--- src/rtl/int_writeback.sv ---
// int_writeback: commits integer execute results into the register file,
// serves the decode read ports with write bypass, sequences execute traps
// and counts retired instructions.
module int_writeback #(
    parameter int XLEN      = 32,
    parameter int ALEN      = 32,
    parameter int INSTRET_W = 64
) (
    input  logic                 clk,
    input  logic                 rst,
    input  logic [ALEN-1:0]      decode_instruction_addr,
    input  logic [4:0]           decode_rd,
    input  logic                 input_valid,
    input  logic                 input_is_int,
    input  logic                 exec_int_output_valid,
    input  logic                 exec_int_exception,
    input  logic [XLEN-1:0]      exec_int_result,
    input  logic [4:0]           rs1_addr,
    input  logic [4:0]           rs2_addr,
    output logic [XLEN-1:0]      rs1_data,
    output logic [XLEN-1:0]      rs2_data,
    output logic                 wb_stall,
    output logic                 wb_flush,
    output logic                 trap_valid,
    output logic [ALEN-1:0]      trap_addr,
    input  logic                 trap_ack,
    output logic [INSTRET_W-1:0] instret
);

    typedef enum logic [1:0] {
        ST_RUN   = 2'd0,
        ST_FLUSH = 2'd1,
        ST_HALT  = 2'd2
    } state_t;

    state_t state;
    state_t next_state;

    // Entry 0 is held at zero and never written; it only exists so the read
    // mux can index with the raw 5-bit address.
    logic [XLEN-1:0] regs [0:31];

    logic            tag_valid;
    logic [4:0]      tag_rd;
    logic [ALEN-1:0] tag_addr;

    logic commit_fire;
    logic commit_ok;
    logic commit_trap;
    logic reg_write;

    // A result only commits in RUN and only when it matches a captured issue.
    always_comb begin
        commit_fire = (state == ST_RUN) && exec_int_output_valid && tag_valid;
        commit_ok   = commit_fire && !exec_int_exception;
        commit_trap = commit_fire && exec_int_exception;
        reg_write   = commit_ok && (tag_rd != 5'd0);
    end

    // Trap sequencer: exception -> one flush cycle -> halt until acknowledged.
    always_comb begin
        next_state = state;
        case (state)
            ST_RUN:   if (commit_trap) next_state = ST_FLUSH;
            ST_FLUSH: next_state = ST_HALT;
            ST_HALT:  if (trap_ack) next_state = ST_RUN;
            default:  next_state = ST_RUN;
        endcase
    end

    // State register; the stall/flush/trap outputs are decodes of it.
    always_ff @(posedge clk) begin
        if (!rst) state <= ST_RUN;
        else      state <= next_state;
    end

    always_comb begin
        wb_stall   = (state != ST_RUN);
        wb_flush   = (state == ST_FLUSH);
        trap_valid = (state != ST_RUN);
    end

    // Capture rd/address of an accepted issue so the result can be matched a cycle later.
    always_ff @(posedge clk) begin
        if (!rst) begin
            tag_valid <= 1'b0;
            tag_rd    <= 5'd0;
            tag_addr  <= '0;
        end else if (input_valid && input_is_int && !wb_stall) begin
            tag_valid <= 1'b1;
            tag_rd    <= decode_rd;
            tag_addr  <= decode_instruction_addr;
        end else begin
            tag_valid <= 1'b0;
        end
    end

    // Register file write; x0 is never touched after reset.
    always_ff @(posedge clk) begin
        if (!rst) begin
            for (int i = 0; i < 32; i++) regs[i] <= '0;
        end else if (reg_write) begin
            regs[tag_rd] <= exec_int_result;
        end
    end

    // Retired-instruction counter and faulting-address capture.
    always_ff @(posedge clk) begin
        if (!rst) begin
            instret   <= '0;
            trap_addr <= '0;
        end else begin
            if (commit_ok)   instret   <= instret + INSTRET_W'(1);
            if (commit_trap) trap_addr <= tag_addr;
        end
    end

    // Read ports with same-cycle bypass of the committing write.
    always_comb begin
        rs1_data = regs[rs1_addr];
        rs2_data = regs[rs2_addr];
        if (reg_write && (tag_rd == rs1_addr)) rs1_data = exec_int_result;
        if (reg_write && (tag_rd == rs2_addr)) rs2_data = exec_int_result;
        if (rs1_addr == 5'd0) rs1_data = '0;
        if (rs2_addr == 5'd0) rs2_data = '0;
    end

endmodule
--- config.mk ---
export PLATFORM = sky130hd
export DESIGN_NAME = int_writeback
export DESIGN_NICKNAME = d
export VERILOG_FILES = /design/src/rtl/int_writeback.sv
export SDC_FILE = /design/constraint.sdc
export NUM_CORES = 2
export LEC_CHECK = 0
export ABC_CLOCK_PERIOD_IN_PS = 4820
export CAP_MARGIN = 20
export CORE_MARGIN = 3
export CORE_UTILIZATION = 50
export CTS_BUF_LIST = sky130_fd_sc_hd__clkbuf_8
export CTS_CLUSTER_SIZE = 10
export DETAILED_ROUTE_END_ITERATION = 8
export PLACE_DENSITY = 0.74
export SETUP_SLACK_MARGIN = 0.4
export SLEW_MARGIN = 25
export SYNTH_ARGS = -nofsm -noshare
export SYNTH_HDL_FRONTEND = slang
export SYNTH_SLANG_ARGS = --single-unit
--- constraint.sdc ---
create_clock -name clk -period 4.82 [get_ports clk]
set_clock_uncertainty 0.2 [all_clocks]
set_input_delay 0.482 -clock clk [delete_from_list [all_inputs] [get_ports clk]]
set_output_delay 0.482 -clock clk [all_outputs]
set_load 0.05 [all_outputs]
=== After elaboration in Yosys (flattened, before gate mapping) ===
Memories as Yosys holds them, arrays and structs flattened.
Index checks and enable logic that the tools add are counted.
W data, S select, Z words.

* Register bits: 136
* Bits in writable memories: 1024
* Input bits: 86
* Output and inout port bits: 163
* Logic and storage cells: 47
* Memories: 1

* $add $sub $neg: 1
* Equal/unequal tests: 6
* Mux-type cells: 15
* Reduce and logical (&&, ||, !) cells: 18

{| class="wikitable"
|+ Memories
! name !! words !! width !! read ports !! clocked after Yosys merged registers in !! wr ports !! line !! RTL
|-
| regs || 32 || 32 || 2 || 0 || 32 || 41 || <nowiki>logic [XLEN-1:0] regs [0:31];</nowiki>
|}

{| class="wikitable"
|+ Operators with widths
! cell !! count
|-
| $mux W32 || 5
|-
| $add A64 B1 Y64 const B || 1
|-
| $reduce_or A32 Y1 || 1
|-
| $eq A5 B5 Y1 || 2
|-
| $logic_not A5 Y1 || 2
|-
| $logic_and A1 B1 Y1 || 9
|-
| $mux W1 || 6
|-
| $pmux W2 S3 || 1
|-
| $mux W5 || 1
|-
| $reduce_bool A5 Y1 || 1
|-
| $mux W2 || 2
|-
| $ne A2 B2 Y1 const B || 2
|-
| $eq A2 B1 Y1 const B || 1
|-
| $eq A2 B2 Y1 const B || 1
|-
| $logic_not A1 Y1 || 2
|-
| $logic_not A2 Y1 || 1
|-
| $reduce_and A2 Y1 || 1
|-
| $reduce_bool A2 Y1 || 1
|}

=== Logic depth before layout (Yosys ltp) ===
* Depth after elaboration: 10
* Depth in mapped cells: 9
* Depth with buffers taken out: 6

=== Least setup slack after synthesis ===
No wires, ideal clock.

* Path kind: in2reg
* Start point: in exec_int_output_valid
* End point: mem regs[29][0] (enable)
* Setup time: 466 ps
* Arrival: 3867 ps
* Data required time: 4154 ps
* Setup slack: 287 ps
* Cell stages on the path: 6
* Cells stage by stage: nand4bb_1 -> clkbuf_1 -> nor2_1 -> nand4b_1 -> clkbuf_1 -> o21ai_0

{| class="wikitable"
|+ RTL lines
! what !! line !! RTL
|-
| start: declaration || 15 || <nowiki>input logic exec_int_output_valid,</nowiki>
|-
| end: declaration || 41 ||
|}

=== Worst setup path after layout ===
* Start point: reg tag_rd[4]
* End point: out rs1_data[0]

* Longest elaborated chain between the ends: 5

{| class="wikitable"
|+ Ends and longest elaborated chain
! what !! line !! RTL
|-
| start: declaration || 44 || <nowiki>logic [4:0] tag_rd;</nowiki>
|-
| start signal: assignment || 91 || <nowiki>tag_rd <= decode_rd;</nowiki>
|-
| $reduce_bool A5 Y1 || 57 || <nowiki>reg_write = commit_ok && (tag_rd != 5'd0);</nowiki>
|-
| $logic_and A1 B1 Y1 || 57 ||
|-
| $logic_and A1 B1 Y1 * || 122 || <nowiki>if (reg_write && (tag_rd == rs1_addr)) rs1_data = exec_int_result;</nowiki>
|-
| $mux W32 * || 122 ||
|-
| $mux W32 * || 124 || <nowiki>if (rs1_addr == 5'd0) rs1_data = '0;</nowiki>
|-
| end: declaration || 20 || <nowiki>output logic [XLEN-1:0] rs1_data,</nowiki>
|}

Mark *: on every way between the ends. The rest lies on a longest branch, timed or not.

==> results by group <==
Critical path
  – Worst Setup End Kind: output port
  – WP data arrival: ~3.7 ns
  – CP max stage delay: around 0.57 ns
  – Critical Path Source Type: flip-flop
  – CP max FO: 21
  – Critical path class: reg -> out
  – CP most frequent cell: nor3_1
  – CP required: 4.14 ns
  – Slowest-stage cell, CP: nor3_1
  – Critical-path cell list: or3_4 > o311a_1 > and4_1 > buf_4 > nor3_1 > nor3_1 > buf_12

CTS
  – Worst-Skew Late Latency: roughly 0.88 ns
  – Clock sink total: between 1,000 and 1,500
  – CTS tree: done
  – CTS Buffer Depth: 3
  – Post-CTS setup buffer count: 0
  – Root buffer cell: clkbuf_8
  – Worst-path clk slew: ~0.060 ns
  – CTS buffer count: ~190
  – H-tree level count: 4

Synth
  – Post-synth EDFFs: 1,024
  – Synth warn: 0
  – Post-synth top flop: edfxtp_1
  – Asr flop ratio synth: 0%
  – Syn Area/Cell: ~13 um2
  – Top post-synthesis cells by area: edfxtp_1 (51%), mux4_2 (14%), and2_1 (10%)
  – Synth area leader: edfxtp_1
  – Post-Syn Instances: between 4,000 and 5,000
  – Post-Synthesis Cell Area: 60,520 um2
  – Sequential fraction of the synthesis area: 55.31%
  – Netlist cell types: 64
  – Area share of the largest cell type after synthesis: 50.81%
  – Post-synthesis register bit count: ~1,200

Global routing
  – Gr usage total: approximately 32%
  – Congestion Overflow GR: 0
  – Number of global-route vias before repair: approximately 44,000
  – Initial antenna violation count: 10
  – First-pass GRT wire length: roughly 300,000 um
  – Pin count of the biggest net entering global routing: 135

Floorplanning
  – DIE AREA: around 130,000 um2
  – Core area: 120,000 um2
  – Initial Utilization: 50.45%
  – Chip width: ~350 um
  – Die H: 353.9 um
  – Ports: between 200 and 250
  – Row count: approximately 130

STA
  – Pins Over Slew Limit: 0
  – Final Cycle Share: between 90% and 100%
  – TNS Setup: 0 ns
  – Hold violation count in the final report: 0
  – Count of endpoints failing setup in the final report: 0
  – Worst slew pin tran: about 1.2 ns
  – WHS: around 0.053 ns
  – Shortest period the worst path allows: ~4.4 ns
  – Relative slew slack: 20.65%
  – Unrepaired setup endpoints after global routing: false
  – Fmax: around 230 MHz

Min path
  – Worst hold path class: in -> reg

Layout
  – Post-route insts no fill: 6,638
  – Commonest non-fill, non-tap cells in the layout: edfxtp_1 (1,024), and2_1 (994), mux4_2 (382), buf_4 (227), nor2_1 (222)
  – Fraction of layout cells with a size suffix above 1: between 20% and 30%
  – Synth-to-layout area growth: 16.25%
  – Layout Nets: between 4,000 and 5,000
  – Commonest non-fill, non-tap cell in the layout: edfxtp_1

Power and ir drop
  – Lkg Pwr: about 26 nW
  – PwrDens: 321.9 nW/um2
  – Peak supply drop: roughly 0.0003 V

Drt
  – Post-DR vias/cell: 6.592
  – DR vias: between 40,000 and 50,000
  – Routed Antenna Nets: 0
  – # DRC: 2
  – WL final: around 210,000 um
  – Pre-antenna DRT Iters: 8
  – Iteration-0 DRC Markers: 6,642
  – WL per Instance: slightly above 30 um

Flow run
  – Max_cap viols: 0

Placement
  – Placed cells: 6,257
  – Dpl hpwl: 121,700 um
  – GP Congestion: around 0.9
  – I/O Buffers: 248

Run status
  – Failing checks: DRC
  – Outcome: finished with violations
==> worst paths after layout <==
kind / startpoint / end / slack [ns] / cells past startpoint
worst max-delay path: tag_rd[4] / rs1_data[0] / 0.42 / 7
worst min-delay path: decode_instruction_addr[1] / tag_addr[1] / 0.05 / 3
worst max register to register: state[1] / regs[16][1] / 1.63 / 7
worst min register to register: tag_addr[1] / trap_addr[1] / 0.25 / 2
==> cell usage after synthesis (3+ instances only) <==
master	n
o21ai_0	53
nand3_1	26
or3_1	21
or4_1	23
clkbuf_1	347
inv_1	14
nand2_1	171
a211oi_1	28
edfxtp_1	1024
a221oi_1	6
mux2_2	124
nor3_1	201
nor4_1	7
a22oi_1	3
dfxtp_1	136
and2_1	994
nand2b_1	9
or2_2	3
buf_2	74
nand3b_1	5
mux4_2	382
xnor2_1	19
o221ai_1	41
o31ai_1	21
nand4_1	22
xor2_1	15
a2111oi_0	22
nor2b_1	3
nor2_1	254
buf_1	25
and3_1	4
a221o_1	58
nor3b_1	3
mux2i_1	188
a21oi_1	111
and4_1	5
o22ai_1	96
buf_4	12
==> power breakdown <==
part           switching [mW]  total (mW)  internal (mW)
combinational            1.88        3.12           1.24
clock                    4.10        8.12           4.02
sequential              0.175        11.4           11.2
==> registers in the layout, indices dropped and copies added, names as in the netlist <==
name and count:
instret 64, regs 1024, state 2, tag_addr 32, tag_rd 5, tag_valid 1
trap_addr 32
==> logic make-up (layout without fill, tap and decap cells) <==
| group | count (synthesis) | in the layout | synth area share [%] |
|---|---|---|---|
| buffers and inverters | 476 | 884 | 3.194 |
| flip-flops | 1160 | 1160 | 55.31 |
| XOR/XNOR | 34 | 34 | 0.4920 |
| multiplexers | 694 | 694 | 19.63 |
| other | 1 | 36 | 0.006196 |
| AND/OR/NAND/NOR | 1765 | 1765 | 16.21 |
| AO/OA/AOI/OAI | 452 | 452 | 5.137 |
| adder cells (fa/ha/maj) | 1 | 1 | 0.02067 |
==> per-layer routing <==
layer  track usage [%]  wire, um  vias up
li1                  -         -    17830
met1             41.44     71440    21620
met2             49.04     92210     3641
met3             11.39     30880      667
met4             15.71     10370        4
met5            0.7692       144        -
==> what timing repair did <==
action,in CTS,in global routing
setup endpoints to repair,45,20
hold endpoints to repair,45,0
hold buffers,35,0
gates cloned,0,0
gates resized for setup,20,11
==> cell type report <==
type	count	area (um2)
multi-input combinational	2978	25840
timing repair buffer	525	5489
clock buffer	195	2684
antenna	4	10.01
fill	9198	49620
inverter	17	70.07
sequential	1160	33480
clock inverter	147	772.0
tap	1612	2017
==> metrics by stage <==
step,setup slack (ns),area [um2],power [mW],utilization (%)
final,0.4208,70360,22.65,58.64
after global routing,0.4173,70350,23.23,58.64
after CTS,0.4180,70300,22.58,58.60
after detailed placement,0.3972,66400,14.61,55.35
after global placement,0.4647,66420,14.57,55.37
after floorplan,0.2874,60640,13.24,-
==> critical path: cells and delay by family, from the launching register on <==
| family | cells | cell delay [ns] |
|---|---|---|
| and+or+nand+nor | 4 | 1.52 |
| AOI/OAI and AO/OA | 1 | 0.39 |
| buffers and inverters | 2 | 0.49 |
| DFF | 1 | 0.41 |
Power figures use the tool's default switching activity.
